==> config.mk <==
export PLATFORM = sky130hd
export DESIGN_NAME = calc_md_seq_flat
export DESIGN_NICKNAME = d
export VERILOG_FILES = /design/src/rtl/calc_md_seq_if.sv /design/src/rtl/calc_md_seq.sv /design/src/flat_wrapper.sv
export SDC_FILE = /design/constraint.sdc
export NUM_CORES = 1
export LEC_CHECK = 0
export ABC_AREA = 1
export ABC_CLOCK_PERIOD_IN_PS = 1540
export CORE_ASPECT_RATIO = 1.75
export CORE_MARGIN = 1.5
export CORE_UTILIZATION = 51
export CTS_CLUSTER_DIAMETER = 50
export DETAILED_ROUTE_END_ITERATION = 10
export PLACE_DENSITY = 0.8
export SLEW_MARGIN = 20
export SYNTH_ARGS = -nofsm -noshare
export SYNTH_HDL_FRONTEND = slang
export SYNTH_SLANG_ARGS = --single-unit
==> constraint.sdc <==
create_clock -name clk -period 1.54 [get_ports clk]
set_input_delay 0.462 -clock clk [delete_from_list [all_inputs] [get_ports clk]]
set_output_delay 0.462 -clock clk [all_outputs]
set_load 0.005 [all_outputs]
==> src/rtl/calc_md_seq_if.sv <==
// -----------------------------------------------------------------------------
// calc_md_seq_if
//   Request/response bundle for the calc_md_seq sequenced calculator.
//
//   Signals (W = operand width):
//     start  1  request, honoured only while the calculator is idle
//     op     3  operation select (add/sub/and/xor/mul/div, 110/111 illegal)
//     x, y   W  operands, captured on the accepted start edge
//     busy   1  high from the accept edge until done
//     done   1  one-cycle pulse, result valid
//     err    1  divide-by-zero or illegal op, updated with done
//     out_h  W  high result half
//     out_l  W  low result half
//
//   Modports:
//     master  operand source (drives the request, observes the result)
//     slave   the calculator itself
// -----------------------------------------------------------------------------
interface calc_md_seq_if #(
    parameter int W = 4
);
    logic         start;
    logic [2:0]   op;
    logic [W-1:0] x;
    logic [W-1:0] y;
    logic         busy;
    logic         done;
    logic         err;
    logic [W-1:0] out_h;
    logic [W-1:0] out_l;

    modport master (
        output start, op, x, y,
        input  busy, done, err, out_h, out_l
    );

    modport slave (
        input  start, op, x, y,
        output busy, done, err, out_h, out_l
    );
endinterface

==> src/rtl/calc_md_seq.sv <==
// -----------------------------------------------------------------------------
// calc_md_seq
//   Parametrised sequenced calculator: single-cycle W-bit add/sub/and/xor,
//   multi-cycle unsigned shift-add multiply and unsigned restoring divide,
//   behind a start/done handshake with an internal IDLE/EXEC/FIN sequencer.
//
//   Ports:
//     clk  in  system clock, rising edge
//     rst  in  synchronous, active-high reset (aborts any operation)
//     bus  slave modport of calc_md_seq_if (start/op/x/y in,
//          busy/done/err/out_h/out_l out)
//
//   Timing (E0 = accept edge):
//     add/sub/and/xor/illegal : result registered at E1, done in the next cycle
//     mul/div                 : iterations at E1..EW, result at E(W+1)
//
//   Optional feature (macro DIV_ZERO_TRAP_EN):
//     defined   - divide by zero skips the iterations and finishes at E1
//     undefined - divide by zero runs all W iterations like any other divide
//     The result (quotient all ones, remainder = x, err = 1) is identical.
// -----------------------------------------------------------------------------
module calc_md_seq #(
    parameter int W = 4
) (
    input  logic         clk,
    input  logic         rst,
    calc_md_seq_if.slave bus
);

    // Iteration counter width; must be able to hold W-1.
    localparam int CW = $clog2(W) + 1;

    // Operation encodings.
    localparam logic [2:0] OP_ADD = 3'b000;
    localparam logic [2:0] OP_SUB = 3'b001;
    localparam logic [2:0] OP_AND = 3'b010;
    localparam logic [2:0] OP_XOR = 3'b011;
    localparam logic [2:0] OP_MUL = 3'b100;
    localparam logic [2:0] OP_DIV = 3'b101;

    // Sequencer states.
    localparam logic [1:0] IDLE = 2'd0;
    localparam logic [1:0] EXEC = 2'd1;
    localparam logic [1:0] FIN  = 2'd2;

    // -------------------------------------------------------------------------
    // State and datapath registers
    // -------------------------------------------------------------------------
    logic [1:0]     state;
    logic [2:0]     op_q;
    logic [W-1:0]   a_q;        // captured x
    logic [W-1:0]   b_q;        // captured y
    logic [CW-1:0]  cnt;        // iteration index, 0 .. W-1
    // Shared 2W-bit working register:
    //   mul: {partial product high, remaining multiplier bits}
    //   div: {partial remainder, remaining dividend bits / quotient bits}
    logic [2*W-1:0] acc;

    logic           busy_q;
    logic           done_q;
    logic           err_q;
    logic [W-1:0]   out_h_q;
    logic [W-1:0]   out_l_q;

    // -------------------------------------------------------------------------
    // Accept decode: where the sequencer goes after an accepted start.
    // -------------------------------------------------------------------------
    logic [1:0]     accept_state;
    logic [2*W-1:0] accept_acc;

    // NOTE: every signal assigned in an always_comb gets a default at the top
    // so that no path leaves it unassigned and a latch is never inferred.
    always_comb begin
        accept_state = FIN;
        accept_acc   = {{W{1'b0}}, bus.x};
        if (bus.op == OP_MUL) begin
            accept_state = EXEC;
            accept_acc   = {{W{1'b0}}, bus.y};
        end else if (bus.op == OP_DIV) begin
            accept_state = EXEC;
`ifdef DIV_ZERO_TRAP_EN
            // A zero divisor has a known answer; skip the iterations.
            if (bus.y == '0) begin
                accept_state = FIN;
            end
`endif
        end
    end

    // -------------------------------------------------------------------------
    // One multiply iteration (unsigned shift-add, multiplier LSB first).
    // acc[0] is the current multiplier bit; the multiplicand is added into
    // the high half and the whole register shifts right by one.
    // -------------------------------------------------------------------------
    logic [W:0]     mul_sum;
    logic [2*W-1:0] mul_next;

    always_comb begin
        mul_sum  = {1'b0, acc[2*W-1:W]} + (acc[0] ? {1'b0, a_q} : {(W+1){1'b0}});
        mul_next = {mul_sum, acc[W-1:1]};
    end

    // -------------------------------------------------------------------------
    // One divide iteration (unsigned restoring, quotient MSB first).
    // The next dividend bit is shifted into the partial remainder; if the
    // divisor fits it is subtracted and a 1 quotient bit enters from the
    // right, otherwise the remainder is kept (restored) and a 0 enters.
    // The partial remainder is always below the divisor (or holds only
    // dividend bits when the divisor is zero), so the W-bit subtraction
    // never loses information.
    // -------------------------------------------------------------------------
    logic [W:0]     div_shift;
    logic           div_ge;
    logic [W-1:0]   div_rem;
    logic [2*W-1:0] div_next;

    always_comb begin
        div_shift = {acc[2*W-1:W], acc[W-1]};
        div_ge    = (div_shift >= {1'b0, b_q});
        div_rem   = div_ge ? (div_shift[W-1:0] - b_q) : div_shift[W-1:0];
        div_next  = {div_rem, acc[W-2:0], div_ge};
    end

    // -------------------------------------------------------------------------
    // Result selection for the FIN edge.
    // -------------------------------------------------------------------------
    logic [W:0]   add_sum;
    logic [W:0]   sub_diff;
    logic [W-1:0] res_h;
    logic [W-1:0] res_l;
    logic         res_err;

    always_comb begin
        add_sum  = {1'b0, a_q} + {1'b0, b_q};
        // Bit W of the widened difference is the borrow, i.e. (x < y).
        sub_diff = {1'b0, a_q} - {1'b0, b_q};
        res_h    = '0;
        res_l    = '0;
        res_err  = 1'b0;
        case (op_q)
            OP_ADD: begin
                res_l    = add_sum[W-1:0];
                res_h[0] = add_sum[W];
            end
            OP_SUB: begin
                res_l    = sub_diff[W-1:0];
                res_h[0] = sub_diff[W];
            end
            OP_AND: res_l = a_q & b_q;
            OP_XOR: res_l = a_q ^ b_q;
            OP_MUL: {res_h, res_l} = acc;
            OP_DIV: begin
                res_l   = acc[W-1:0];
                res_h   = acc[2*W-1:W];
                res_err = (b_q == '0);
`ifdef DIV_ZERO_TRAP_EN
                // No iterations ran, so supply the restoring-divider answer
                // for a zero divisor directly.
                if (b_q == '0) begin
                    res_l = '1;
                    res_h = a_q;
                end
`endif
            end
            default: res_err = 1'b1;  // illegal op: zero result, error flag
        endcase
    end

    // -------------------------------------------------------------------------
    // Sequencer and registers
    // -------------------------------------------------------------------------
    // NOTE: sequential state is updated with non-blocking assignments only, so
    // every register samples the pre-edge values regardless of statement order.
    always_ff @(posedge clk) begin
        if (rst) begin
            // NOTE: operand and working registers are ordinary flops, not a
            // memory, and are cleared with everything else so an aborted
            // operation leaves nothing behind.
            state   <= IDLE;
            op_q    <= '0;
            a_q     <= '0;
            b_q     <= '0;
            cnt     <= '0;
            acc     <= '0;
            busy_q  <= 1'b0;
            done_q  <= 1'b0;
            err_q   <= 1'b0;
            out_h_q <= '0;
            out_l_q <= '0;
        end else begin
            // done is a single-cycle pulse unless FIN raises it below.
            done_q <= 1'b0;

            case (state)
                IDLE: begin
                    if (bus.start) begin
                        op_q   <= bus.op;
                        a_q    <= bus.x;
                        b_q    <= bus.y;
                        cnt    <= '0;
                        acc    <= accept_acc;
                        busy_q <= 1'b1;
                        state  <= accept_state;
                    end
                end

                EXEC: begin
                    acc <= (op_q == OP_MUL) ? mul_next : div_next;
                    cnt <= cnt + 1'b1;
                    if (cnt == CW'(W - 1)) begin
                        state <= FIN;
                    end
                end

                FIN: begin
                    out_h_q <= res_h;
                    out_l_q <= res_l;
                    err_q   <= res_err;
                    done_q  <= 1'b1;
                    busy_q  <= 1'b0;
                    state   <= IDLE;
                end

                default: state <= IDLE;
            endcase
        end
    end

    // -------------------------------------------------------------------------
    // Outputs
    // -------------------------------------------------------------------------
    assign bus.busy  = busy_q;
    assign bus.done  = done_q;
    assign bus.err   = err_q;
    assign bus.out_h = out_h_q;
    assign bus.out_l = out_l_q;

endmodule

==> src/flat_wrapper.sv <==
// flat-port wrapper written by rule: the top's interface ports become plain ports
module calc_md_seq_flat 
#(
    parameter int W = 4
)
  (clk, rst, bus_start, bus_op, bus_x, bus_y, bus_busy, bus_done, bus_err, bus_out_h, bus_out_l);
  calc_md_seq_if #(.W(W)) bus_i ();
  input  logic clk;
  input  logic rst;
  input wire logic [$bits(bus_i.start)-1:0] bus_start;
  input wire logic [$bits(bus_i.op)-1:0] bus_op;
  input wire logic [$bits(bus_i.x)-1:0] bus_x;
  input wire logic [$bits(bus_i.y)-1:0] bus_y;
  output wire logic [$bits(bus_i.busy)-1:0] bus_busy;
  output wire logic [$bits(bus_i.done)-1:0] bus_done;
  output wire logic [$bits(bus_i.err)-1:0] bus_err;
  output wire logic [$bits(bus_i.out_h)-1:0] bus_out_h;
  output wire logic [$bits(bus_i.out_l)-1:0] bus_out_l;
  assign bus_i.start = bus_start;
  assign bus_i.op = bus_op;
  assign bus_i.x = bus_x;
  assign bus_i.y = bus_y;
  assign bus_busy = bus_i.busy;
  assign bus_done = bus_i.done;
  assign bus_err = bus_i.err;
  assign bus_out_h = bus_i.out_h;
  assign bus_out_l = bus_i.out_l;
  calc_md_seq #(.W(W)) u_core (.clk(clk), .rst(rst), .bus(bus_i));
endmodule
Word level (Yosys, flattened, before mapping)
Index checks and enable logic that the tools add are counted.
W data, S select, Z words.
{"block": "totals", "reg_bits": 35, "word_cells": 62}
{"block": "op_classes", "n_addsub": 5, "magnitude_cmp": 1, "eq_ne": 12, "muxes": 20, "bitwise_logic": 2, "reduce_logical": 11}
{"operator": "$pmux W4 S5", "count": 1}
{"operator": "$mux W8", "count": 2}
{"operator": "$pmux W8 S2", "count": 1}
{"operator": "$eq A3 B3 Y1 const B", "count": 4}
{"operator": "$mux W4", "count": 3}
{"operator": "$eq A3 B2 Y1 const B", "count": 3}
{"operator": "$mux W2", "count": 4}
{"operator": "$reduce_and A2 Y1", "count": 4}
{"operator": "$mux W3", "count": 2}
{"operator": "$pmux W3 S2", "count": 1}
{"operator": "$add A4 B4 Y5", "count": 1}
{"operator": "$add A4 B5 Y5", "count": 1}
{"operator": "$ge A5 B4 Y1", "count": 1}
{"operator": "$reduce_or A5 Y1", "count": 1}
{"operator": "$sub A4 B4 Y5", "count": 1}
{"operator": "$and A4 B4 Y4", "count": 1}
{"operator": "$logic_not A4 Y1", "count": 1}
{"operator": "$pmux W1 S2", "count": 2}
{"operator": "$pmux W2 S2", "count": 1}
{"operator": "$reduce_bool A2 Y1", "count": 2}
{"operator": "$sub A4 B4 Y4", "count": 1}
{"operator": "$xor A4 B4 Y4", "count": 1}
{"operator": "$add A3 B1 Y3 const B", "count": 1}
{"operator": "$eq A3 B1 Y1 const B", "count": 1}
{"operator": "9 further kinds", "count": 10}

Depth between registers and ports, before layout
Gate-level depths: netlist of run 1.
{"block": "logic_depth", "ltp_word": 5, "mapped_depth": 11, "depth_no_buf": 11}

Worst setup path before layout of run 1
No wires, ideal clock.
{"block": "synth_path", "kind": "flip-flop to flip-flop", "from": "reg u_core.a_q[0]", "to": "reg u_core.out_l_q[2] (netlist: u_core.bus.out_l[2])", "setup_ns": 0.133, "t_arrival_ns": 1.507, "t_required_ns": 1.407, "slack_ns": -0.100, "stages_incl_launch_ff": 9, "n_path_buf": 0, "synth_period_minus_slack_ns": 1.640, "path_cell_list": "dfxtp_1 inv_1 ha_1 fa_1 or2_2 nand3_1 nand4_1 nand2_1 a21oi_1"}
{"block": "synth_between", "elab_chain_len": 2}
{"item": "start: declaration", "line_no": "calc_md_seq.sv:51", "source": "logic [W-1:0] a_q;"}
{"item": "start signal: assignment", "line_no": "calc_md_seq.sv:198", "source": "a_q <= bus.x;"}
{"item": "$sub A4 B4 Y5 / $add A4 B4 Y5 (equally long branches)", "line_no": "calc_md_seq.sv:136, calc_md_seq.sv:134"}
{"item": "$pmux W4 S5 *", "line_no": "calc_md_seq.sv:140", "source": "case (op_q)"}
{"item": "end signal: assignment", "line_no": "calc_md_seq.sv:217", "source": "out_l_q <= res_l;"}
{"item": "end: declaration", "line_no": "calc_md_seq.sv:63", "source": "logic [W-1:0] out_l_q;"}
Mark *: on every way between the ends. The rest lies on a longest branch, timed or not.
A chain may end at the register's enable or synchronous reset.

Worst setup path after layout of run 1
{"block": "layout_path", "from": "reg u_core.acc[0]", "to": "reg u_core.acc[5]"}
{"block": "layout_between", "elab_chain_len": 4}
{"item": "start: declaration", "line_no": "calc_md_seq.sv:57", "source": "logic [2*W-1:0] acc;"}
{"item": "start signal: assignment", "line_no": "calc_md_seq.sv:201", "source": "acc <= accept_acc;"}
{"item": "start signal: assignment", "line_no": "calc_md_seq.sv:208", "source": "acc <= (op_q == OP_MUL) ? mul_next : div_next;"}
{"item": "$mux W4", "line_no": "calc_md_seq.sv:99", "source": "mul_sum = {1'b0, acc[2*W-1:W]} + (acc[0] ? {1'b0, a_q} : {(W+1){1'b0}});"}
{"item": "$add A4 B5 Y5", "line_no": "calc_md_seq.sv:99"}
{"item": "$mux W8", "line_no": "calc_md_seq.sv:208"}
{"item": "$pmux W8 S2", "line_no": "calc_md_seq.sv:194", "source": "case (state)"}
Every way passes these cells.

==> results of run 1 <==
==> metal layers <==
layer	wire length [um]	up-vias	share of wire	global-route usage
met1	2460	1176	0.35	0.294
met4	412	0	0.059	0.199
met5	0	-	0	0
met3	225	37	0.032	0.0472
li1	-	1191	-	-
met2	3880	86	0.56	0.540
==> worst paths after layout <==
kind	end	cells after the start
setup / recovery	u_core.acc[5]$_SDFFE_PP0P_	9
hold reg to reg	u_core.cnt[2]$_SDFFE_PP0P_	2
hold / removal	u_core.cnt[2]$_SDFFE_PP0P_	2
setup reg to reg	u_core.acc[5]$_SDFFE_PP0P_	9
==> Yosys cell counts (all sizes together) <==
library cell,number,area (um2)
nand2,66,260
inv,46,175
a21oi,41,220
dfxtp,35,701
nand3,28,165
nor2,23,98.8
o21ai,21,105
ha,18,225
nand4,8,50.1
o211ai,6,45.0
buf,5,32.5
fa,4,80.1
nand3b,4,30.0
clkbuf,3,12.5
nor3,3,25.0
or2,3,18.8
xnor2,2,17.5
a2111oi,1,15.0
a31oi,1,6.26
clkinv,1,3.75
o21bai,1,7.51
o22ai,1,6.26
==> final cells by class <==
class	count	area, um2	area share
Timing Repair Buffer	62	548	0.171
Clock buffer	8	100	0.0313
Sequential cell	35	722	0.226
Tap cell	51	63.8	0.0199
Inverter	47	181	0.0567
Multi-Input combinational cell	231	1580	0.495
==> where the power goes <==
part           total [mW]  leakage, nW  internal [mW]  switching, mW
Clock               0.749       0.0515          0.409          0.341
Sequential           1.04        0.292          0.969         0.0668
Combinational       0.943         1.08          0.424          0.519
==> cell families after synthesis <==
logic type      share of synthesized area
compound gates                      0.176
fa+ha+maj                           0.133
xor+xnor                          0.00761
simple gates                        0.282
flops                               0.305
buf+inv                            0.0973
==> stage by stage <==
stage	TNS [ps]	hold slack (ps)	cell area (um2)	instances
floorplan	-2.20	429	2310	321
global placement	-1860	445	2860	423
detailed placement	-2800	450	2860	423
CTS	-478	460	3040	432
global route	-1120	477	3200	434
finish	-722	460	3200	434
==> sequential cells by signal, summed over array words and instances, names as in the netlist <==
signal,count
u_core.bus.out_l,4
u_core.bus.out_h,4
u_core.a_q,4
u_core.bus.busy,1
u_core.cnt,3
u_core.bus.done,1
u_core.bus.err,1
u_core.state,2
u_core.op_q,3
u_core.acc,8
u_core.b_q,4
==> tightest hold or removal path, cell delays in order (launching register included) <==
cell     delay [ps]
dfxtp_1         310
nand2_1          60
a21oi_1          50
==> timing repair <==
action,CTS,global route
buffers inserted,1,2
resized for setup,42,36
pin swaps,9,19
setup endpoints to repair,22,11
==> results.toml, run 1 <==
[run_status]
status = "finished with violations"
violations = "negative setup slack"

[floorplan]
design.die.area_mm2 = 0.00494
ios = 25
core-area_mm2 = 0.00436
die_y_um = 91.9
die_w_um = 53.8
start_util = 0.527
num_rows = 32

[critical_path]
rrSetupSlack_ps = -170
startpoint_type = "flop"
crit_chain = "nand2_4, inv_2, ha_4, fa_2, buf_6, xnor2_1, a21oi_1, nand3_1, a21oi_1"
critPathMaxStageDelay_ps = 380
r2r_start = "u_core.acc[0]$_SDFFE_PP0P_"
critPathArrivalTime_ps = 1940
slowest_stage = "fa_2"
cp-end-kind = "flop"
worstPathMaxFanout = 3
critPathKind = "reg2reg"
cp_common_cell = "a21oi_1"
crit_buf_inv = 2
cp_top_family = "adder cells"
startpoint = "u_core.acc[0]$_SDFFE_PP0P_"
required_ps = 1770

[timing]
tightestPinTransition_ps = 383
slew_headroom = 0.744
skew_ps = 4.17
setup_ws_ps = -173
finalCritPeriodShare = 1.11
clock.fmax_ghz = 0.584
slew_violations = 0
setup_violations = 7
hold_viol_final = 0
min_period_ps = 1710
rsz0062_at_grt = "true"

[worst_hold_path]
min_path_type = "reg2reg"
holdCritStartpoint = "u_core.cnt[2]$_SDFFE_PP0P_"

[power_and_ir_drop]
ir_worst_vdd_v = 0.000650
p_leak_nw = 1.42
finalPower_mw = 2.73
powerDensity_mw_per_mm2 = 853

[finish]
area_delta_synth_final_pct = 39.0
final_common_cell = "nand2_1"
layout_common_cells = "nand2_1 (56), buf_4 (33), a21oi_1 (32), inv_1 (27)"
post-route-util = 0.733
nFillCells = 315
finalNetCount = 418
drive_gt1_frac = 0.324
n_antenna_cell = 0

[logic_synthesis]
ys_seq_area_frac = 0.305
ys_ff_latch = 35
synth_cell_types = 37
synth-warning-count = 0
syn_inst = 321
synth_area_per_cell_um2 = 7.17
syn-cell-area_mm2 = 0.00230
synth_fp_nets = 357

[route]
routedWlPerCell_um = 16.1
drc = 0
wl_um = 6980
dr.pass1.iters = 4
initialDrtViolationCount = 102
viasPerCell = 5.74
drtAntennaViolNets = 0
num_vias = 2490

[clocking]
cts_buffer_depth = 2
cts_buffers = 5
cts.sinks = 35
cts-root-buf = "clkbuf_8"
cts_tree = "done"
clk-insertion-delay-late_ps = 290
path_clk_slew_ps = 70
ctsHoldBuffers = 0
htree_levels = 2

[place]
hpwlAfterDp_um = 4890
portBuffers = 24
routabilityCongestion = 0.912
dp_slack_ps = -305

[global_route]
grt_start_max_net_pins = 22
grt-ovfl-total = 0
antenna_found_initial = 0
grt_pass1_vias = 2489
grt_pass1_wl_um = 10900
track_usage = 0.301

[flow_run]
drv_cap = 0
No activity file was read; power rests on OpenSTA's default activity.
==> inputs of run 2 (changes only) <==
ABC_CLOCK_PERIOD_IN_PS = 1850   (was 1540)
CORE_UTILIZATION = 56   (was 51)
PLACE_DENSITY = 0.83   (was 0.8)
clock period = 1.85 ns   (was 1.54 ns; I/O delays follow)
==> results.toml, run 2 (synthesis results as in run 1) <==
[power_and_ir_drop]
finalPower_mw = 2.02
internal_power_mw = 1.34
p_seq_frac = 0.424
powerDensity_mw_per_mm2 = 731
clkPwrFrac = 0.281
swShare = 0.336
p_switching_uw = 679
ir_worst_vdd_v = 0.000600
combPwrFrac = 0.295
p_leak_nw = 1.23

[place]
hpwlAfterDp_um = 4710
portBuffers = 24
place_area_mm2 = 0.00267
routabilityCongestion = 0.936
dp.cells = 397

[timing]
skew_ps = 8.59
setup_violations = 0
hold_viol_final = 0
rsz0062_at_grt = "false"
setup-tns-final_ps = 0
timing.hold.ws_ps = 464
slew_headroom = 0.751
slew_violations = 0
tightestPinTransition_ps = 373
finalCritPeriodShare = 0.950
min_period_ps = 1760
clock.fmax_ghz = 0.569

[critical_path]
critPathKind = "reg2reg"
worstPathMaxFanout = 4
slowest_stage = "fa_1"
critPathArrivalTime_ps = 1990
crit_chain = "ha_2, inv_1, fa_1, inv_1, nand2_1, a21oi_1, o21ai_0, nand3_1, nand2_1, a21oi_1"
startpoint_type = "flop"
cp-end-kind = "flop"
required_ps = 2080
critPathMaxStageDelay_ps = 380
reg2regPathDepth = 10

[finish]
final_common_cell = "nand2_1"
finalNetCount = 392
largest_reg_flops = 8
layout_common_cells = "nand2_1 (63), inv_1 (37), a21oi_1 (37), dfxtp_1 (33), nand3_1 (26)"
n_antenna_cell = 0
fin_area_mm2 = 0.00277
stdcell_count = 404
area_delta_synth_final_pct = 20.2
largest_register = "u_core.acc"
drive_gt1_frac = 0.138

[clocking]
cts_tree = "done"
cts_buffers = 5
htree_levels = 2
cts.sinks = 35
path_clk_slew_ps = 70
cts_buffer_depth = 2
clk-insertion-delay-late_ps = 290
ctsHoldBuffers = 0
cts-root-buf = "clkbuf_8"

[floorplan]
ios = 25
die_w_um = 51.5
die_y_um = 87.8
core-area_mm2 = 0.00390
design.die.area_mm2 = 0.00452
start_util = 0.589
num_rows = 30

[route]
drc = 0
dr.pass1.iters = 4
drtAntennaViolNets = 0
initialDrtViolationCount = 61
routedWlPerCell_um = 14.8
wl_um = 5980
viasPerCell = 5.67
num_vias = 2291

[flow_run]
drv_cap = 0

[global_route]
grt_pass1_vias = 2303
grt-ovfl-total = 0
antenna_found_initial = 0
grt_start_max_net_pins = 21
grt_pass1_wl_um = 10100
track_usage = 0.296

[worst_hold_path]
min_path_type = "reg2reg"
min_path_cells = 2

[run_status]
status = "finished clean"
## run 2: cell count changes in the layout (fill, tap and decap cells not counted), moves of 5 or more
cell             before  now
buf_4                33   10
dfxtp_2               8    2
a21oi_2               9    4
a21oi_1              32   37
dfxtp_1              24   33
inv_2                17    8
dlygate4sd2_1        11    0
ha_1                  8   17
ha_4                  9    0
nand2_2               7    2
clkdlybuf4s50_1      13   24
nand2_1              56   63
inv_1                27   37
## run 2: metal layers
layer | up-vias | global-route usage | part of all wire
met5 | - | 0 | 0
met4 | 0 | 0.177 | 0.046
met3 | 26 | 0.0375 | 0.030
met2 | 71 | 0.565 | 0.56
met1 | 1064 | 0.290 | 0.37
li1 | 1130 | - | -
## run 2: final cells by class
cell class	count	area (um2)
Inverter	47	179
Clock inverter	1	5.00
Timing Repair Buffer	36	355
Sequential cell	35	703
Clock buffer	6	82.6
Tap cell	48	60.1
Fill cell	337	1140
Multi-Input combinational cell	231	1380
## run 2: worst paths after layout
| path | start | endpoint | slack (ps) |
|---|---|---|---|
| worst max-delay path | u_core.b_q[0]$_SDFFE_PP0P_ | u_core.bus.out_h[0]$_SDFFE_PP0P_ | 90 |
| worst min-delay path | u_core.bus.out_h[2]$_SDFFE_PP0P_ | u_core.bus.out_h[2]$_SDFFE_PP0P_ | 460 |
| worst max register to register | u_core.b_q[0]$_SDFFE_PP0P_ | u_core.bus.out_h[0]$_SDFFE_PP0P_ | 90 |
| worst min register to register | u_core.bus.out_h[2]$_SDFFE_PP0P_ | u_core.bus.out_h[2]$_SDFFE_PP0P_ | 460 |
## run 2: power by group through the flow
stage	Combinational, mW	Clock [mW]	Sequential, mW
after global routing	0.667	0.608	0.863
after global placement	0.575	0	0.870
after CTS	0.590	0.574	0.855
after floorplan	0.401	0	0.858
final	0.596	0.568	0.858
after detailed placement	0.587	0	0.872
## run 2: per-stage QoR
step                setup WS (ps)   util
global route                 17.0  0.709
detailed placement          -78.4  0.684
global placement            -60.0  0.684
floorplan                     210      -
finish                       92.8  0.709
CTS                          54.8  0.707
## run 2: timing repair
action | 4_1_cts | 5_1_grt
endpoints found under the setup margin | 0 | 3
setup buffers | 0 | 0
gates resized for setup | 0 | 5
## run 2: worst max-delay path, delay by kind of cell, from the launching register on
family	cells	cell delay, ps
compound gates	3	370
simple gates	3	220
fa+ha+maj	2	600
flops	1	370
buf+inv	2	140
